`src/rtl/glue_logic_input.sv`:
```
// ---------------------------------------------------------------------------
// glue_logic_input
//
// Input-side glue for a vectoring-mode CORDIC.  Each accepted Cartesian
// sample (16,14) is folded into the first quadrant so the CORDIC only ever
// sees x >= 0.  The quadrant each sample came from is queued in a small tag
// FIFO, so the output glue can later apply the matching angle correction
// (q2 +pi/2, q3 -pi, q4 -pi/2).
//
// Ports
//   clk           single clock, rising edge
//   reset         synchronous, active-high
//   in_valid      upstream sample present
//   in_ready      block accepts a sample this cycle (combinational)
//   x_in, y_in    signed 16-bit Cartesian sample
//   out_valid     folded sample is valid for the CORDIC
//   out_ready     CORDIC accepts the folded sample
//   x_out, y_out  signed 16-bit first-quadrant-folded coordinates
//   z_out         signed 18-bit initial CORDIC angle (always zero)
//   tag_pop       output glue has consumed one CORDIC result
//   quadrant_out  head-of-FIFO quadrant tag 1..4, or 0 when empty
//   tag_empty     tag FIFO holds no entries
//   tag_full      tag FIFO holds TAG_DEPTH entries
//   tag_err       sticky flag: tag_pop arrived while the FIFO was empty
// ---------------------------------------------------------------------------
module glue_logic_input #(
   parameter int TAG_DEPTH = 16
) (
   input  logic               clk,
   input  logic               reset,
   input  logic               in_valid,
   output logic               in_ready,
   input  logic signed [15:0] x_in,
   input  logic signed [15:0] y_in,
   output logic               out_valid,
   input  logic               out_ready,
   output logic signed [15:0] x_out,
   output logic signed [15:0] y_out,
   output logic signed [17:0] z_out,
   input  logic               tag_pop,
   output logic [2:0]         quadrant_out,
   output logic               tag_empty,
   output logic               tag_full,
   output logic               tag_err
);

   localparam int PTR_W = (TAG_DEPTH > 1) ? $clog2(TAG_DEPTH) : 1;
   localparam int CNT_W = $clog2(TAG_DEPTH + 1);

   // Two's-complement negation with the single overflow case clamped:
   // -(-32768) cannot be represented, so it becomes +32767.
   function automatic logic signed [15:0] sat_neg(input logic signed [15:0] v);
      if (v == 16'sh8000) begin
         return 16'sh7FFF;
      end
      return -v;
   endfunction

   logic               out_valid_q, out_valid_d;
   logic signed [15:0] x_q, x_d;
   logic signed [15:0] y_q, y_d;
   logic signed [17:0] z_q, z_d;

   logic [PTR_W-1:0]   rd_ptr_q, rd_ptr_d;
   logic [PTR_W-1:0]   wr_ptr_q, wr_ptr_d;
   logic [CNT_W-1:0]   count_q, count_d;
   logic               tag_err_q, tag_err_d;
   logic [2:0]         tag_mem_q [TAG_DEPTH];
   logic [2:0]         tag_mem_d [TAG_DEPTH];

   logic               in_xfer;
   logic               out_xfer;
   logic               pop_ok;
   logic [2:0]         quad_tag;
   logic signed [15:0] fold_x;
   logic signed [15:0] fold_y;

   assign tag_empty    = (count_q == '0);
   assign tag_full     = (count_q == CNT_W'(TAG_DEPTH));
   assign in_ready     = (!out_valid_q || out_ready) && !tag_full;
   assign in_xfer      = in_valid && in_ready;
   assign out_xfer     = out_valid_q && out_ready;
   assign pop_ok       = tag_pop && !tag_empty;

   assign out_valid    = out_valid_q;
   assign x_out        = x_q;
   assign y_out        = y_q;
   assign z_out        = z_q;
   assign tag_err      = tag_err_q;
   assign quadrant_out = tag_empty ? 3'd0 : tag_mem_q[rd_ptr_q];

   // Quadrant classification and folding.  Only the sign bits matter, so
   // zero on either axis lands on the "non-negative" side: (0,0)->1,
   // (0,neg)->4, (neg,0)->2.  Each fold is a rotation that brings the
   // point into quadrant 1 without changing its magnitude.
   always_comb begin
      quad_tag = 3'd1;
      fold_x   = x_in;
      fold_y   = y_in;
      unique case ({x_in[15], y_in[15]})
         2'b00: begin
            quad_tag = 3'd1;
            fold_x   = x_in;
            fold_y   = y_in;
         end
         2'b10: begin
            quad_tag = 3'd2;
            fold_x   = y_in;
            fold_y   = sat_neg(x_in);
         end
         2'b11: begin
            quad_tag = 3'd3;
            fold_x   = sat_neg(x_in);
            fold_y   = sat_neg(y_in);
         end
         2'b01: begin
            quad_tag = 3'd4;
            fold_x   = sat_neg(y_in);
            fold_y   = x_in;
         end
         default: begin
            quad_tag = 3'd1;
         end
      endcase
   end

   // Output sample register.  A new input always wins; otherwise a
   // consumed sample drops valid, and an unconsumed one holds.  The
   // CORDIC always starts from angle zero, so z never carries anything.
   always_comb begin
      out_valid_d = out_valid_q;
      x_d         = x_q;
      y_d         = y_q;
      z_d         = z_q;
      if (in_xfer) begin
         out_valid_d = 1'b1;
         x_d         = fold_x;
         y_d         = fold_y;
         z_d         = '0;
      end else if (out_xfer) begin
         out_valid_d = 1'b0;
      end
   end

   // Tag FIFO bookkeeping.  A pop on an empty FIFO is discarded but
   // latched as a protocol error.  A push cannot happen while full
   // because in_ready is already low, so the count never overflows.
   always_comb begin
      rd_ptr_d  = rd_ptr_q;
      wr_ptr_d  = wr_ptr_q;
      count_d   = count_q;
      tag_err_d = tag_err_q;
      tag_mem_d = tag_mem_q;
      if (in_xfer) begin
         tag_mem_d[wr_ptr_q] = quad_tag;
         wr_ptr_d            = wr_ptr_q + PTR_W'(1);
      end
      if (pop_ok) begin
         rd_ptr_d = rd_ptr_q + PTR_W'(1);
      end
      if (tag_pop && tag_empty) begin
         tag_err_d = 1'b1;
      end
      if (in_xfer && !pop_ok) begin
         count_d = count_q + CNT_W'(1);
      end else if (!in_xfer && pop_ok) begin
         count_d = count_q - CNT_W'(1);
      end
   end

   // State registers.  Reset discards the held sample and every queued
   // tag; the tag storage itself is left alone since the count gates it.
   always_ff @(posedge clk) begin
      if (reset) begin
         out_valid_q <= 1'b0;
         x_q         <= '0;
         y_q         <= '0;
         z_q         <= '0;
         rd_ptr_q    <= '0;
         wr_ptr_q    <= '0;
         count_q     <= '0;
         tag_err_q   <= 1'b0;
      end else begin
         out_valid_q <= out_valid_d;
         x_q         <= x_d;
         y_q         <= y_d;
         z_q         <= z_d;
         rd_ptr_q    <= rd_ptr_d;
         wr_ptr_q    <= wr_ptr_d;
         count_q     <= count_d;
         tag_err_q   <= tag_err_d;
      end
   end

   always_ff @(posedge clk) begin
      tag_mem_q <= tag_mem_d;
   end

endmodule

```
`config.mk`:
```
export PLATFORM = sky130hd
export DESIGN_NAME = glue_logic_input
export DESIGN_NICKNAME = d
export VERILOG_FILES = /design/src/rtl/glue_logic_input.sv
export SDC_FILE = /design/constraint.sdc
export NUM_CORES = 1
export LEC_CHECK = 0
export ABC_AREA = 1
export CAP_MARGIN = 20
export CORE_ASPECT_RATIO = 0.9
export CORE_UTILIZATION = 30
export DETAILED_ROUTE_END_ITERATION = 10
export SLEW_MARGIN = 20
export SYNTH_ARGS = -nofsm -noshare
export SYNTH_HDL_FRONTEND = slang
export SYNTH_SLANG_ARGS = --single-unit
```
`constraint.sdc`:
```
create_clock -name clk -period 3.04 [get_ports clk]
set_input_delay 0.76 -clock clk [delete_from_list [all_inputs] [get_ports clk]]
set_output_delay 0.76 -clock clk [all_outputs]
set_load 0.005 [all_outputs]
```
==> out/metrics.cfg, run 1 <==
[timing]
setup_violations = 0
fin_ws_ns = 0.171
maxSlewHeadroom_pct = 55.4
hold_viol = 0
finalSetupTns_ns = 0
post-route-period-util_pct = 94.4
skew_ns = 0.00668
period_needed_ns = 2.87
clock.fmax_ghz = 0.349
rsz0062_at_grt = no
worst_pin_slew_ns = 0.669
slew_violations = 0

[placed_design]
dp_hpwl_microns = 12500
post-place-ws_ns = 0.0898
io_buffers = 76
dp.cells = 1112
post_dp_cell_area_sq_mm = 0.00693
gp_congestion = 0.924

[yosys]
ys_ff_latch = 95
synth.avg_cell_area_sq_um = 7.48
synth_cell_types = 37
ys_top_cells_by_area = edfxtp_1 24%, dfxtp_1 16%, nand2_1 12%
synth-main-ff-cell = edfxtp_1
yosysSeqAreaShare_pct = 39.4
synth_edf_count = 48
synthArstFlopShare_pct = 0
synth_top_area_share_pct = 23.8
synth_area_sq_mm = 0.00604
synth_cells = 808
synth_largest_area_cell = edfxtp_1
yosysWarnings = 0

[cells_and_area]
layout-drive-gt1-share_pct = 10.0
final_common_cell = nand2_1
postLayoutCellArea_sq_mm = 0.00725
mostFrequentLayoutCells = 194 x nand2_1, 89 x a21oi_1, 85 x nor2_1, 76 x clkdlybuf4s50_1, 70 x nand3_1
fin_nets = 927
stdcell_count = 1128
areaGrowthSynthToFinish_pct = 20.0
n_antenna_cell = 0
fillers = 2067

[pwr]
p_leak_nw = 2.93
p_per_area_mw_per_mm2 = 573
worst_ir_drop_vdd_v = 0.000362
power_mw = 4.15

[floorplan]
core-area_sq_mm = 0.0195
dieArea_sq_mm = 0.0207
die_x_microns = 152
fp-row-count = 48
start_util_pct = 31.1
ios = 95
die_height_microns = 137

[drt]
ant_nets = 0
wl_microns = 17000
post-route-drc-count = 0
routedWlPerCell_microns = 15.1
via_per_inst = 4.91
dr.pass1.iters = 5
drt_iter0_drc = 444
vias = 5544

[clock_tree]
cts_max_level = 3
clk_pin_slew_ns = 0.07
clkLatencyLatePin_ns = 0.36
root_buffer = clkbuf_16
cts_buffers = 9
cts.sinks = 95
post_cts_buffers = 0
cts.hold.buffers_added = 0
cts_tree = yes
clock_path_buffers = 2

[worst_setup_path]
critPathBufInv = 2
r2r_slack_ns = 0.48
arrival_ns = 2.11
cp_top_family = buffers and inverters
rr_endpoint = count_q[4]
critical_path.startpoint_type = register
slowest_delay_ns = 0.52
crit_slowest_cell = clkdlybuf4s50_1
path_max_fanout = 20
rr_worst_depth = 13
endpoint_kind = primary output
cp_cell_sequence = buf_8 -> o21ai_0 -> o221ai_1 -> nand3_1 -> a21oi_1 -> clkdlybuf4s50_1
critical_path_class = reg2out
cp.required_ns = 2.28
reg2reg_from = count_q[0]

[global_routing]
grt_pass1_wl_microns = 27000
grt_usage_pct = 17.1
antenna_found_initial = 0
grt_max_degree = 46
grt_pass1_vias = 5068
grt_overflow = 0

[run_status]
status = completed

[hold_path]
holdCritPathClass = reg2reg
min_from = y_out[11]
min_to = y_out[11]
min_delay_path_depth = 2

[run]
maxCapViolCount = 0

[state kept, by name, summed over array words and instances (netlist names)]
name,cells
x_out,16
y_out,16
wr_ptr_q,4
rd_ptr_q,4
out_valid,1
tag_err,1
tag_mem_q,48
count_q,5
[what timing repair did]
| action | 4_1_cts | 5_1_grt |
|---|---|---|
| endpoints found under the setup margin | 3 | 3 |
| pin swaps | 0 | 1 |
| cloned | 0 | 0 |
| gates resized for setup | 4 | 7 |
[where the power goes]
group / switching, mW / total, mW / internal (mW)
Clock: 0.548 / 1.15 / 0.598
Combinational: 0.817 / 1.42 / 0.605
Sequential: 0.102 / 1.59 / 1.48
[layer usage]
metal	track usage, %	up-vias	routed length [microns]	share of wire, %
met5	0	-	0	0
met4	3.85	0	156	0.92
met3	3.87	11	1180	6.9
met2	25.3	206	7330	43
met1	25.1	2536	8350	49
li1	-	2791	-	-
[synthesized netlist by cell type (8+ instances only)]
master	number
o221ai_1	11
dfxtp_1	47
o21ai_0	49
buf_2	12
a21oi_2	12
nand2_1	194
nand3_2	9
nand3_1	70
nor2_2	9
ha_1	16
nor2_1	85
inv_1	63
o21ai_1	8
clkbuf_1	13
xor2_1	9
edfxtp_1	48
buf_4	21
a21oi_1	89
[cells by family after synthesis]
kind of cell / count (synthesis) / share of synthesized area [%]
AOI/OAI and AO/OA: 172 / 15.8
xor gates and xnor gates: 10 / 1.45
adders and majority gates: 17 / 3.64
buffers and inverters: 124 / 10.9
DFF: 95 / 39.4
other: 1 / 0.0620
and+or+nand+nor: 389 / 28.8
[worst max-delay path by stage]
stage	start	endpoint	slack, ns	cells after the start
after floorplan	out_ready	count_q[4]	0.41	14
after global placement	out_ready	count_q[4]	0.13	14
after detailed placement	out_ready	count_q[4]	0.09	14
after CTS	rd_ptr_q[0]	quadrant_out[2]	0.03	6
after global routing	rd_ptr_q[1]	quadrant_out[1]	0.004	8
final	rd_ptr_q[0]	quadrant_out[2]	0.17	6
[cell type report]
type / count / area [sq um] / area share [%]
well taps: 250 / 313 / 4.31
multi-input cells: 606 / 3070 / 42.3
clock buffers: 10 / 239 / 3.29
inverters: 66 / 255 / 3.52
repair buffers: 95 / 927 / 12.8
clock inverters: 6 / 61.3 / 0.845
flip-flops and latches: 95 / 2390 / 32.9
[worst min-delay path, delay by kind of cell, from the launching register on]
family	cells	cell delay (ns)
flops	1	0.31
simple gates	1	0.06
compound gates	1	0.05
[metrics by stage]
step	hold WS (ns)	utilization [%]
3_3_place_gp	0.457	35.6
5_1_grt	0.485	37.3
4_1_cts	0.470	37.2
3_5_place_dp	0.459	35.6
2_1_floorplan	0.457	-
6_report	0.466	37.3
Note: power is estimated with default switching activity, not from simulation.
==> run 2: changes to the inputs <==
Settings changed: DONT_BUFFER_PORTS from default to 1.
==> run 2 against run 1 <==
Clock power barely moved. Global-route usage fell by 0.43 points. Sequential power barely moved. Worst setup slack improved by 0.22 ns. Critical path type unchanged. Largest cell class unchanged.
==> out/metrics.cfg, run 2 (same netlist as run 1, synthesis figures left out) <==
[clock_tree]
clk_pin_slew_ns = 0.07  ; about the same
cts.sinks = 95  ; unchanged
cts_tree = yes
clock_path_buffers = 2  ; unchanged
cts.hold.buffers_added = 0  ; unchanged
root_buffer = clkbuf_16
cts_buffers = 9  ; unchanged
cts_max_level = 3  ; unchanged
post_cts_buffers = 0  ; unchanged
cts_resized = 0  ; -4
clkLatencyLatePin_ns = 0.35  ; about the same

[cells_and_area]
layout-drive-gt1-share_pct = 9.46  ; -0.57 points
finalCoreUtilization_pct = 32.8  ; -4.4 points
fillers = 2089  ; +1.1%
final_common_cell = nand2_1
stdcell_count = 1043  ; -7.5%
fin_nets = 842  ; -9.2%
largest_reg_flops = 48  ; unchanged
top_register = tag_mem_q
areaGrowthSynthToFinish_pct = 5.73
n_antenna_cell = 0  ; unchanged
mostFrequentLayoutCells = 194 x nand2_1, 89 x a21oi_1, 85 x nor2_1, 70 x nand3_1, 63 x inv_1

[hold_path]
min_delay_path_depth = 1  ; -1
holdCritPathClass = in2reg
min_from = reset
min_to = tag_err

[drt]
drt_iter0_drc = 420  ; -5.4%
dr.pass1.iters = 5  ; unchanged
via_per_inst = 5.07  ; +3.2%
routedWlPerCell_microns = 16.1  ; +6.8%
wl_microns = 16800  ; -1.3%
vias = 5288  ; -4.6%
ant_nets = 0  ; unchanged
post-route-drc-count = 0  ; unchanged

[timing]
skew_ns = 0.00807  ; +0.00139 ns
clock.fmax_ghz = 0.377  ; +8.2%
setup_violations = 0  ; unchanged
hold_viol = 0  ; unchanged
maxSlewHeadroom_pct = 60.9  ; +5.5 points
post-route-period-util_pct = 87.3  ; -7.1 points
period_needed_ns = 2.65  ; -0.216 ns
rsz0062_at_grt = no
finalSetupTns_ns = 0  ; unchanged
slew_violations = 0  ; unchanged
worst_pin_slew_ns = 0.586  ; -0.0822 ns

[worst_setup_path]
r2r_slack_ns = 0.49  ; about the same
arrival_ns = 1.89  ; -0.22 ns
cp.required_ns = 2.28  ; about the same
path_max_fanout = 15  ; -25%
crit_slowest_cell = dfxtp_1
cp_top_family = compound AO/OA/AOI/OAI gates
rr_endpoint = count_q[4]
critical_path.startpoint_type = register
endpoint_kind = primary output
reg2reg_from = count_q[1]
critPathBufInv = 1  ; -1
slowest_delay_ns = 0.45  ; -0.07 ns
cp_cell_sequence = inv_1 -> o21ai_0 -> o22ai_1 -> nor2_1 -> nor2_1 -> o21ai_0 -> a21oi_1
rr_worst_depth = 12  ; -1
critical_path_class = reg2out

[pwr]
p_per_area_mw_per_mm2 = 591  ; +3.2%
p_leak_nw = 2.59  ; -12%
worst_ir_drop_vdd_v = 0.000327  ; -9.8%

[global_routing]
grt_overflow = 0  ; unchanged
grt_max_degree = 46  ; unchanged
grt_pass1_vias = 4725  ; -6.8%
grt_pass1_wl_microns = 26200  ; -3.0%
antenna_found_initial = 0  ; unchanged
grt_usage_pct = 16.7  ; -0.43 points

[floorplan]
die_x_microns = 152  ; unchanged
core-area_sq_mm = 0.0195  ; unchanged
dieArea_sq_mm = 0.0207  ; unchanged
ios = 95  ; unchanged
die_height_microns = 137  ; unchanged
start_util_pct = 31.1  ; unchanged
fp-row-count = 48  ; unchanged

[placed_design]
io_buffers = 0  ; -100%
dp.cells = 1027  ; -7.6%
gp_congestion = 0.899  ; -2.7%
dp_hpwl_microns = 12300  ; -1.6%

[run]
maxCapViolCount = 0  ; unchanged

[run_status]
status = completed

-- run 2: changes by cell type in the layout (fill, tap and decap cells not counted), sizes merged --
cell           previous run  this run
clkbuf                   10         9
clkdlybuf4s50            76         0
clkinv                    2         3
buf                      19        10
-- run 2: layout make-up --
cell class | count | area [sq um] | share of cell area, %
Multi-Input combinational cell | 606 | 3070 | 48.0
Tap cell | 250 | 313 | 4.89
Clock buffer | 9 | 225 | 3.52
Clock inverter | 7 | 67.6 | 1.06
Timing Repair Buffer | 10 | 87.6 | 1.37
Sequential cell | 95 | 2380 | 37.3
Inverter | 66 | 248 | 3.88
-- run 2: report_power, final --
part           total [mW]  internal [mW]  switching [mW]  leakage [nW]
clock network        1.12          0.575           0.543         0.140
registers            1.60           1.48           0.126         0.823
logic                1.06          0.354           0.701          1.63
-- run 2: worst max-delay path by stage --
| stage | from | to | slack [ns] | cells after the start |
|---|---|---|---|---|
| after floorplan | out_ready | count_q[4] | 0.41 | 14 |
| after global placement | out_ready | count_q[4] | 0.54 | 13 |
| after detailed placement | out_ready | count_q[4] | 0.51 | 13 |
| after CTS | rd_ptr_q[1] | quadrant_out[1] | 0.39 | 7 |
| after global routing | rd_ptr_q[1] | quadrant_out[1] | 0.21 | 7 |
| final | rd_ptr_q[1] | quadrant_out[1] | 0.39 | 7 |
-- run 2: layer usage --
| metal | vias up | wire length [microns] | global-route usage, % |
|---|---|---|---|
| met5 | - | 0 | 0 |
| met4 | 0 | 260 | 4.57 |
| met3 | 15 | 1640 | 4.67 |
| met2 | 232 | 7070 | 25.1 |
| met1 | 2429 | 7820 | 23.3 |
| li1 | 2612 | - | - |
-- run 2: worst register-to-register path, stage by stage (launching register included) --
cell      delay [ns]
dfxtp_1         0.35
nor4_2          0.32
nand2_1         0.13
nand2_1         0.25
ha_1            0.25
inv_1           0.13
ha_1            0.31
a21oi_1         0.16
o21bai_1        0.09
a21oi_1         0.12
o21ai_0         0.11
o21ai_0         0.16
a21oi_1         0.05
-- run 2: stage by stage --
step / cell area (sq um) / setup slack [ns] / total power [mW] / hold slack (ns)
6_report: 6390 / 0.387 / 3.78 / 0.474
3_5_place_dp: 6100 / 0.508 / 2.69 / 0.472
5_1_grt: 6390 / 0.210 / 4.03 / 0.455
3_3_place_gp: 6100 / 0.538 / 2.69 / 0.472
4_1_cts: 6390 / 0.393 / 3.81 / 0.463
2_1_floorplan: 6110 / 0.414 / 2.46 / 0.457
==> run 3: changes to the inputs <==
Settings changed: CTS_BUF_LIST from default to sky130_fd_sc_hd__clkbuf_4 sky130_fd_sc_hd__clkbuf_8.
==> run 3 against run 2 <==
Total power shrank 7.5%. Utilization shrank 0.52 points. Fmax shrank 2.3%. Die area is the same. Clock skew grew 0.0035 ns. Hold slack lost 0.044 ns. First-iteration DRC count grew 18%. Routed wire length is essentially flat. Sequential cell count is the same. Cell count is the same. Via count is essentially flat. Clock power shrank 25%. Critical endpoint unchanged. Largest cell class unchanged.
==> out/metrics.cfg, run 3 (same netlist as run 1, synthesis figures left out) <==
[clock_tree]
cts_max_level = 3  ; unchanged
cts_buffers = 9  ; unchanged
cts.sinks = 95  ; unchanged
clock_path_buffers = 2  ; unchanged
clk_pin_slew_ns = 0.11  ; +0.04 ns
post_cts_buffers = 0  ; unchanged
root_buffer = clkbuf_8
cts.hold.buffers_added = 0  ; unchanged
cts_tree = yes
cts_resized = 0  ; unchanged
clkLatencyLatePin_ns = 0.39  ; +0.04 ns

[placed_design]
dp.cells = 1027  ; unchanged
post_dp_cell_area_sq_mm = 0.00610  ; unchanged
io_buffers = 0  ; unchanged
dp_hpwl_microns = 12300  ; unchanged
post-place-ws_ns = 0.508  ; unchanged
gp_congestion = 0.899  ; unchanged

[timing]
maxSlewHeadroom_pct = 60.2  ; -0.69 points
hold_viol = 0  ; unchanged
clock.fmax_ghz = 0.368  ; -2.3%
finalSetupTns_ns = 0  ; unchanged
whs_ns = 0.430  ; -0.0442 ns
slew_violations = 0  ; unchanged
setup_violations = 0  ; unchanged
period_needed_ns = 2.71  ; +0.0619 ns
worst_pin_slew_ns = 0.597  ; +0.0104 ns
skew_ns = 0.0116  ; +0.00352 ns
post-route-period-util_pct = 89.3  ; +2.0 points
fin_ws_ns = 0.325  ; -0.0619 ns
rsz0062_at_grt = no

[hold_path]
min_from = reset
min_to = tag_err
min_delay_path_depth = 1  ; unchanged
holdCritPathClass = in2reg

[cells_and_area]
stdcell_count = 1043  ; unchanged
multi_input_area_sq_mm = 0.00307  ; unchanged
final_common_cell = nand2_1
largest_reg_flops = 48  ; unchanged
areaGrowthSynthToFinish_pct = 4.06
fin_nets = 842  ; unchanged
top_register = tag_mem_q
n_antenna_cell = 0  ; unchanged
postLayoutCellArea_sq_mm = 0.00629  ; -1.6%
finalCoreUtilization_pct = 32.3  ; -0.52 points
mostFrequentLayoutCells = 194 x nand2_1, 89 x a21oi_1, 85 x nor2_1, 70 x nand3_1, 63 x inv_1
regArea_sq_mm = 0.00238  ; unchanged
fillers = 2099  ; +0.48%
layout-drive-gt1-share_pct = 9.46  ; unchanged

[pwr]
power_mw = 3.49  ; -7.5%
worst_ir_drop_vdd_v = 0.000268  ; -18%
p_leak_nw = 2.54  ; -1.8%
p_per_area_mw_per_mm2 = 556  ; -6.0%

[worst_setup_path]
path_max_fanout = 15  ; unchanged
crit_slowest_cell = dfxtp_1
cp_top_family = compound AO/OA/AOI/OAI gates
rr_endpoint = count_q[4]
worstSetupStartpoint = rd_ptr_q[1]
cp_cell_sequence = inv_1 -> o21ai_0 -> o22ai_1 -> nor2_1 -> nor2_1 -> o21ai_0 -> a21oi_1
reg2reg_from = count_q[0]
arrival_ns = 1.95  ; +0.06 ns
rr_worst_depth = 12  ; unchanged
r2r_slack_ns = 0.52  ; +0.03 ns
critical_path_class = reg2out
cp.required_ns = 2.28  ; about the same
cp.depth = 7  ; unchanged
critPathBufInv = 1  ; unchanged
endpoint_kind = primary output
critical_path.startpoint_type = register
slowest_delay_ns = 0.47  ; +0.02 ns

[floorplan]
core-area_sq_mm = 0.0195  ; unchanged
start_util_pct = 31.1  ; unchanged
fp-row-count = 48  ; unchanged
dieArea_sq_mm = 0.0207  ; unchanged
die_x_microns = 152  ; unchanged
die_height_microns = 137  ; unchanged
ios = 95  ; unchanged

[global_routing]
grt_pass1_wl_microns = 26100  ; -0.16%
grt_usage_pct = 16.7  ; about the same
grt_max_degree = 46  ; unchanged
grt_pass1_vias = 4711  ; -0.30%
antenna_found_initial = 0  ; unchanged
grt_overflow = 0  ; unchanged

[drt]
vias = 5286  ; -0.038%
via_per_inst = 5.07  ; about the same
ant_nets = 0  ; unchanged
dr.pass1.iters = 5  ; unchanged
wl_microns = 16800  ; about the same
post-route-drc-count = 0  ; unchanged
routedWlPerCell_microns = 16.1  ; about the same
drt_iter0_drc = 496  ; +18%

[run]
maxCapViolCount = 0  ; unchanged

[run_status]
status = completed

-- run 3: cell counts in the layout (fill, tap and decap cells not counted) --
Identical to the previous run, type by type.
-- run 3: area by class of cell --
cell class                      instances  area share [%]
Multi-Input combinational cell        606            48.8
Sequential cell                        95            37.9
Clock inverter                          7            1.07
Tap cell                              250            4.97
Timing Repair Buffer                   10            1.39
Inverter                               66            3.94
Clock buffer                            9            1.97
-- run 3: report_power, final --
part           switching, mW  total (mW)  internal [mW]
sequential             0.126        1.60           1.48
clock                  0.518       0.836          0.317
combinational          0.701        1.05          0.354
total                   1.35        3.49           2.15
-- run 3: metal layers --
metal  GRT usage (%)  vias to the layer above  routed length [microns]
li1                -                     2610                        -
met3            4.57                       15                     1430
met1            23.3                     2469                     8000
met5               0                        -                        0
met4            4.90                        0                      230
met2            24.9                      192                     7150
-- run 3: worst max path at each step --
stage,end,slack (ns)
floorplan,count_q[4],0.41
global placement,count_q[4],0.54
detailed placement,count_q[4],0.51
CTS,quadrant_out[1],0.34
global route,quadrant_out[1],0.15
finish,quadrant_out[1],0.33
==> patch 1: new RTL, config.mk and constraints of run 1 <==
Reset style: asynchronous (`reset`), changed in one clocked block.
--- a/src/rtl/glue_logic_input.sv
+++ b/src/rtl/glue_logic_input.sv
@@ -172,3 +172,3 @@
    // tag; the tag storage itself is left alone since the count gates it.
-   always_ff @(posedge clk) begin
+   always_ff @(posedge clk or posedge reset) begin
       if (reset) begin
Formal check against the unedited RTL: differs if reset is asserted again (counterexample within 4 cycles, from zero or initial values and one cycle with reset high); with reset held inactive, the same outputs for 4 cycles.
==> patch 1 against run 1 <==
Routed wire length is 4.3% lower; total power up 17%; non-clock buffer count rose by 3; sequential cell count is the same; via count fell by 3.3%; cell count down 0.27%; design area rose by 2.6%; worst setup slack got worse by 0.054 ns; area after synthesis increased by 1.4%; critical path type unchanged.
==> patch 1: results (changes against run 1) <==
<table>
<tr><th>Metric</th><th>Value</th></tr>
<tr><th colspan="2">Status</th></tr>
<tr><td>Status</td><td>finished, final reports clean</td></tr>
<tr><th colspan="2">Logic synthesis</th></tr>
<tr><td>Synth top area cells</td><td>sky130_fd_sc_hd__edfxtp_1, sky130_fd_sc_hd__dfrtp_1, sky130_fd_sc_hd__nand2_1</td></tr>
<tr><td>Netlist cell types</td><td>36 (-2.7%)</td></tr>
<tr><td>Post-synthesis async set-or-reset flop share</td><td>49.47% (+49 points)</td></tr>
<tr><td>Synthesized area divided by synthesized cell count</td><td>7.738 sq um (+3.4%)</td></tr>
<tr><td>Sequential element share of the synthesized area</td><td>42.71% (+3.3 points)</td></tr>
<tr><th colspan="2">Detailed routing</th></tr>
<tr><td>Drt wl/cell</td><td>14.47 um (-4.0%)</td></tr>
<tr><td>Iteration count of the initial detailed-routing pass</td><td>7 (+2)</td></tr>
<tr><th colspan="2">Critical path</th></tr>
<tr><td>Startpoint of the worst setup timing path</td><td>rd_ptr_q[1]</td></tr>
<tr><td>Max FO, Critical Path</td><td>11 (-45%)</td></tr>
<tr><th colspan="2">Timing</th></tr>
<tr><td>Crit path time final</td><td>2.923 ns (+0.05387 ns)</td></tr>
<tr><td>Hold_ws</td><td>0.4721 ns (+0.005724 ns)</td></tr>
<tr><td>Skew final</td><td>0.006450 ns (-0.0002271 ns)</td></tr>
<tr><th colspan="2">Final layout</th></tr>
<tr><td>Net count reported at finish</td><td>919 (-0.86%)</td></tr>
<tr><td>Number of standard cells in the final layout excluding fillers</td><td>1125 (-0.27%)</td></tr>
<tr><td>Layout cell share with drive strength beyond 1</td><td>9.425% (-0.60 points)</td></tr>
<tr><td>Layout filler cell count</td><td>2078 (+0.53%)</td></tr>
<tr><th colspan="2">Placement</th></tr>
<tr><td>Dpl cell area</td><td>7118 sq um (+2.8%)</td></tr>
<tr><td>Post-Place Worst Slack</td><td>0.1358 ns (+0.04601 ns)</td></tr>
<tr><td>Placed wire-length estimate after detailed placement</td><td>11.67 mm (-6.5%)</td></tr>
<tr><td>Placer's final routability congestion estimate</td><td>0.8660 (-6.3%)</td></tr>
<tr><th colspan="2">Global route</th></tr>
<tr><td>Via count of the first global-routing pass</td><td>5042 (-0.51%)</td></tr>
<tr><td>Maximum number of pins on one net before global-route repair</td><td>64 (+39%)</td></tr>
<tr><td>Global-route wire length before repair</td><td>26.65 mm (-1.2%)</td></tr>
<tr><td>Global router's overall resource usage</td><td>16.10% (-1.0 points)</td></tr>
<tr><th colspan="2">Power and ir drop</th></tr>
<tr><td>Maximum ir drop on the vdd rail</td><td>0.0003870 V (+6.9%)</td></tr>
<tr><td>Cell leakage power</td><td>0.003242 uW (+11%)</td></tr>
</table>
==> patch 1: cell types whose count changed after synthesis, moves of 6 or more <==
| cell | delta |
|---|---|
| sky130_fd_sc_hd__o21bai_1 | +11 |
| sky130_fd_sc_hd__dfrtp_1 | +47 |
| sky130_fd_sc_hd__nand3_1 | +7 |
| sky130_fd_sc_hd__dfxtp_1 | -47 |
| sky130_fd_sc_hd__o21ai_0 | -25 |
| sky130_fd_sc_hd__inv_1 | -6 |
| sky130_fd_sc_hd__a21oi_2 | -12 |
| sky130_fd_sc_hd__nand2_1 | +37 |
| sky130_fd_sc_hd__o21ai_1 | -6 |
| sky130_fd_sc_hd__a21oi_1 | -29 |
==> patch 1: where the power goes <==
part	switching, uW	internal (uW)	total (uW)
Combinational	984	901	1890
Clock	512	643	1160
Sequential	214	1630	1840
==> patch 1: cell type report <==
type	instances	area, sq um	area share (%)
Sequential cell	95	2619	35.21
Inverter	62	235.2	3.162
Timing Repair Buffer	98	954.7	12.83
Clock buffer	10	229.0	3.078
Clock inverter	6	65.06	0.8747
Multi-Input combinational cell	599	3017	40.56
Tap cell	255	319.1	4.289
==> patch 1: cell families (layout without fill, tap and decap cells) <==
kind of cell	after synthesis	after routing	share of synthesized area (%)
AO/OA/AOI/OAI	117	117	10.98
other	1	18	0.06119
XOR/XNOR	14	14	2.001
buffers and inverters	115	176	9.289
AND/OR/NAND/NOR	433	433	31.36
flip-flops	95	95	42.71
adder cells (fa/ha/maj)	17	17	3.593
==> patch 1: metal layers <==
layer	share of wire, %	track usage (%)	wire (um)	up-vias
met3	5.1	3.271	836	16
met5	0	0	0	-
met2	47	26.96	7653	160
met1	47	21.23	7592	2464
li1	-	-	-	2719
met4	1.2	4.209	195	0
==> patch 2: new RTL, flow settings as in run 1 <==
Without the edit above. `TAG_DEPTH`: 16 -> 32.
--- a/src/rtl/glue_logic_input.sv
+++ b/src/rtl/glue_logic_input.sv
@@ -26,3 +26,3 @@
 module glue_logic_input #(
-   parameter int TAG_DEPTH = 16
+   parameter int TAG_DEPTH = 32
 ) (
Formal check against the unedited RTL: no difference found for any inputs over 4 cycles, from zero or initial values and one cycle with reset high; that may be too few to reach the edited logic, so the function may still have changed.
==> patch 2 against run 1 <==
Combinational power grew 36%; area after synthesis grew 31%; worst setup slack lost 0.039 ns; sequential cell count grew 51; critical path depth shrank 2; cell count grew 28%; routed wire length grew 34%; total power grew 55%; clock skew grew 0.015 ns; design area grew 37%; critical endpoint is now tag_empty.
==> patch 2: results (changes against run 1) <==
<table>
<tr><th>Metric</th><th>Value</th></tr>
<tr><th colspan="2">Timing</th></tr>
<tr><td>Hold_ws</td><td>0.4717 ns (+0.005358 ns)</td></tr>
<tr><td>Timing-limited maximum frequency</td><td>343.8 MHz (-1.4%)</td></tr>
<tr><td>Slew at the pin closest to its max-slew limit</td><td>0.4949 ns (-0.1738 ns)</td></tr>
<tr><th colspan="2">Detailed routing</th></tr>
<tr><td>Met3 Wirelength</td><td>1.572 mm (+34%)</td></tr>
<tr><td>Final wirelength</td><td>22.83 mm (+34%)</td></tr>
<tr><td>First DRT Iteration DRCs</td><td>686 (+55%)</td></tr>
<tr><td>Number of vias per cell after detailed routing</td><td>4.943 (+0.58%)</td></tr>
<tr><th colspan="2">Clock network</th></tr>
<tr><td>Total clock buffers created by CTS</td><td>17 (+8)</td></tr>
<tr><td>Post-cts resize count</td><td>22 (+18)</td></tr>
<tr><th colspan="2">Critical path</th></tr>
<tr><td>Max FO, Critical Path</td><td>5 (-75%)</td></tr>
<tr><td>Worst-case register-to-register setup slack</td><td>0.44 ns (-0.04 ns)</td></tr>
<tr><td>Crit path arrival time</td><td>2.15 ns (+0.04 ns)</td></tr>
<tr><th colspan="2">Final layout</th></tr>
<tr><td>Layout filler cell count</td><td>2641 (+28%)</td></tr>
<tr><td>Net count reported at finish</td><td>1141 (+23%)</td></tr>
<tr><td>Flip-flop count of the largest register after layout</td><td>96 (+100%)</td></tr>
<tr><th colspan="2">Placement</th></tr>
<tr><td>Dpl cell area</td><td>9154 sq um (+32%)</td></tr>
<tr><td>Placed wire-length estimate after detailed placement</td><td>15.31 mm (+23%)</td></tr>
<tr><td>Placed Cells</td><td>1410 (+27%)</td></tr>
<tr><td>Placer's final routability congestion estimate</td><td>0.9370 (+1.4%)</td></tr>
<tr><th colspan="2">Global route</th></tr>
<tr><td>Via count of the first global-routing pass</td><td>6749 (+33%)</td></tr>
<tr><td>GR Layer Usage met2</td><td>26.91% (+1.6 points)</td></tr>
<tr><th colspan="2">Power and ir drop</th></tr>
<tr><td>Cell leakage power</td><td>0.003837 uW (+31%)</td></tr>
<tr><td>Share of power burned in the clock network</td><td>33.4% (+5.8 points)</td></tr>
<tr><td>Combinational cell fraction of total power</td><td>30.0% (-4.2 points)</td></tr>
<tr><th colspan="2">Logic synthesis</th></tr>
<tr><td>Fraction of the mapped netlist area in adder cells</td><td>2.775% (-0.87 points)</td></tr>
<tr><td>List of most frequent post-synthesis cells</td><td>sky130_fd_sc_hd__nand2_1, sky130_fd_sc_hd__nor2_1, sky130_fd_sc_hd__o21ai_0</td></tr>
<tr><td>Synth top area cells</td><td>sky130_fd_sc_hd__edfxtp_1, sky130_fd_sc_hd__dfxtp_1, sky130_fd_sc_hd__nand2_1</td></tr>
<tr><td>Post-synthesis compound-gate area fraction</td><td>13.75% (-2.0 points)</td></tr>
<tr><td>Synthesized instance count</td><td>1000 (+24%)</td></tr>
<tr><th colspan="2">Status</th></tr>
<tr><td>Status</td><td>finished, final reports clean</td></tr>
</table>
==> patch 2: cell count changes in the layout (fill, tap and decap cells not counted), moves of 9 or more <==
| cell | delta |
|---|---|
| sky130_fd_sc_hd__buf_4 | +11 |
| sky130_fd_sc_hd__nand3_1 | +18 |
| sky130_fd_sc_hd__o221ai_1 | -11 |
| sky130_fd_sc_hd__a21oi_1 | -9 |
| sky130_fd_sc_hd__nor2_1 | +81 |
| sky130_fd_sc_hd__edfxtp_1 | +48 |
| sky130_fd_sc_hd__o21ai_0 | +56 |
| sky130_fd_sc_hd__a21oi_2 | -12 |
| sky130_fd_sc_hd__o22ai_1 | +16 |
==> patch 2: area by class of cell <==
| class | instances | share of cell area (%) |
|---|---|---|
| Sequential cell | 146 | 39.05 |
| Inverter | 69 | 2.627 |
| Timing Repair Buffer | 116 | 12.49 |
| Tap cell | 348 | 4.374 |
| Clock inverter | 15 | 1.885 |
| Clock buffer | 17 | 4.273 |
| Multi-Input combinational cell | 737 | 35.30 |
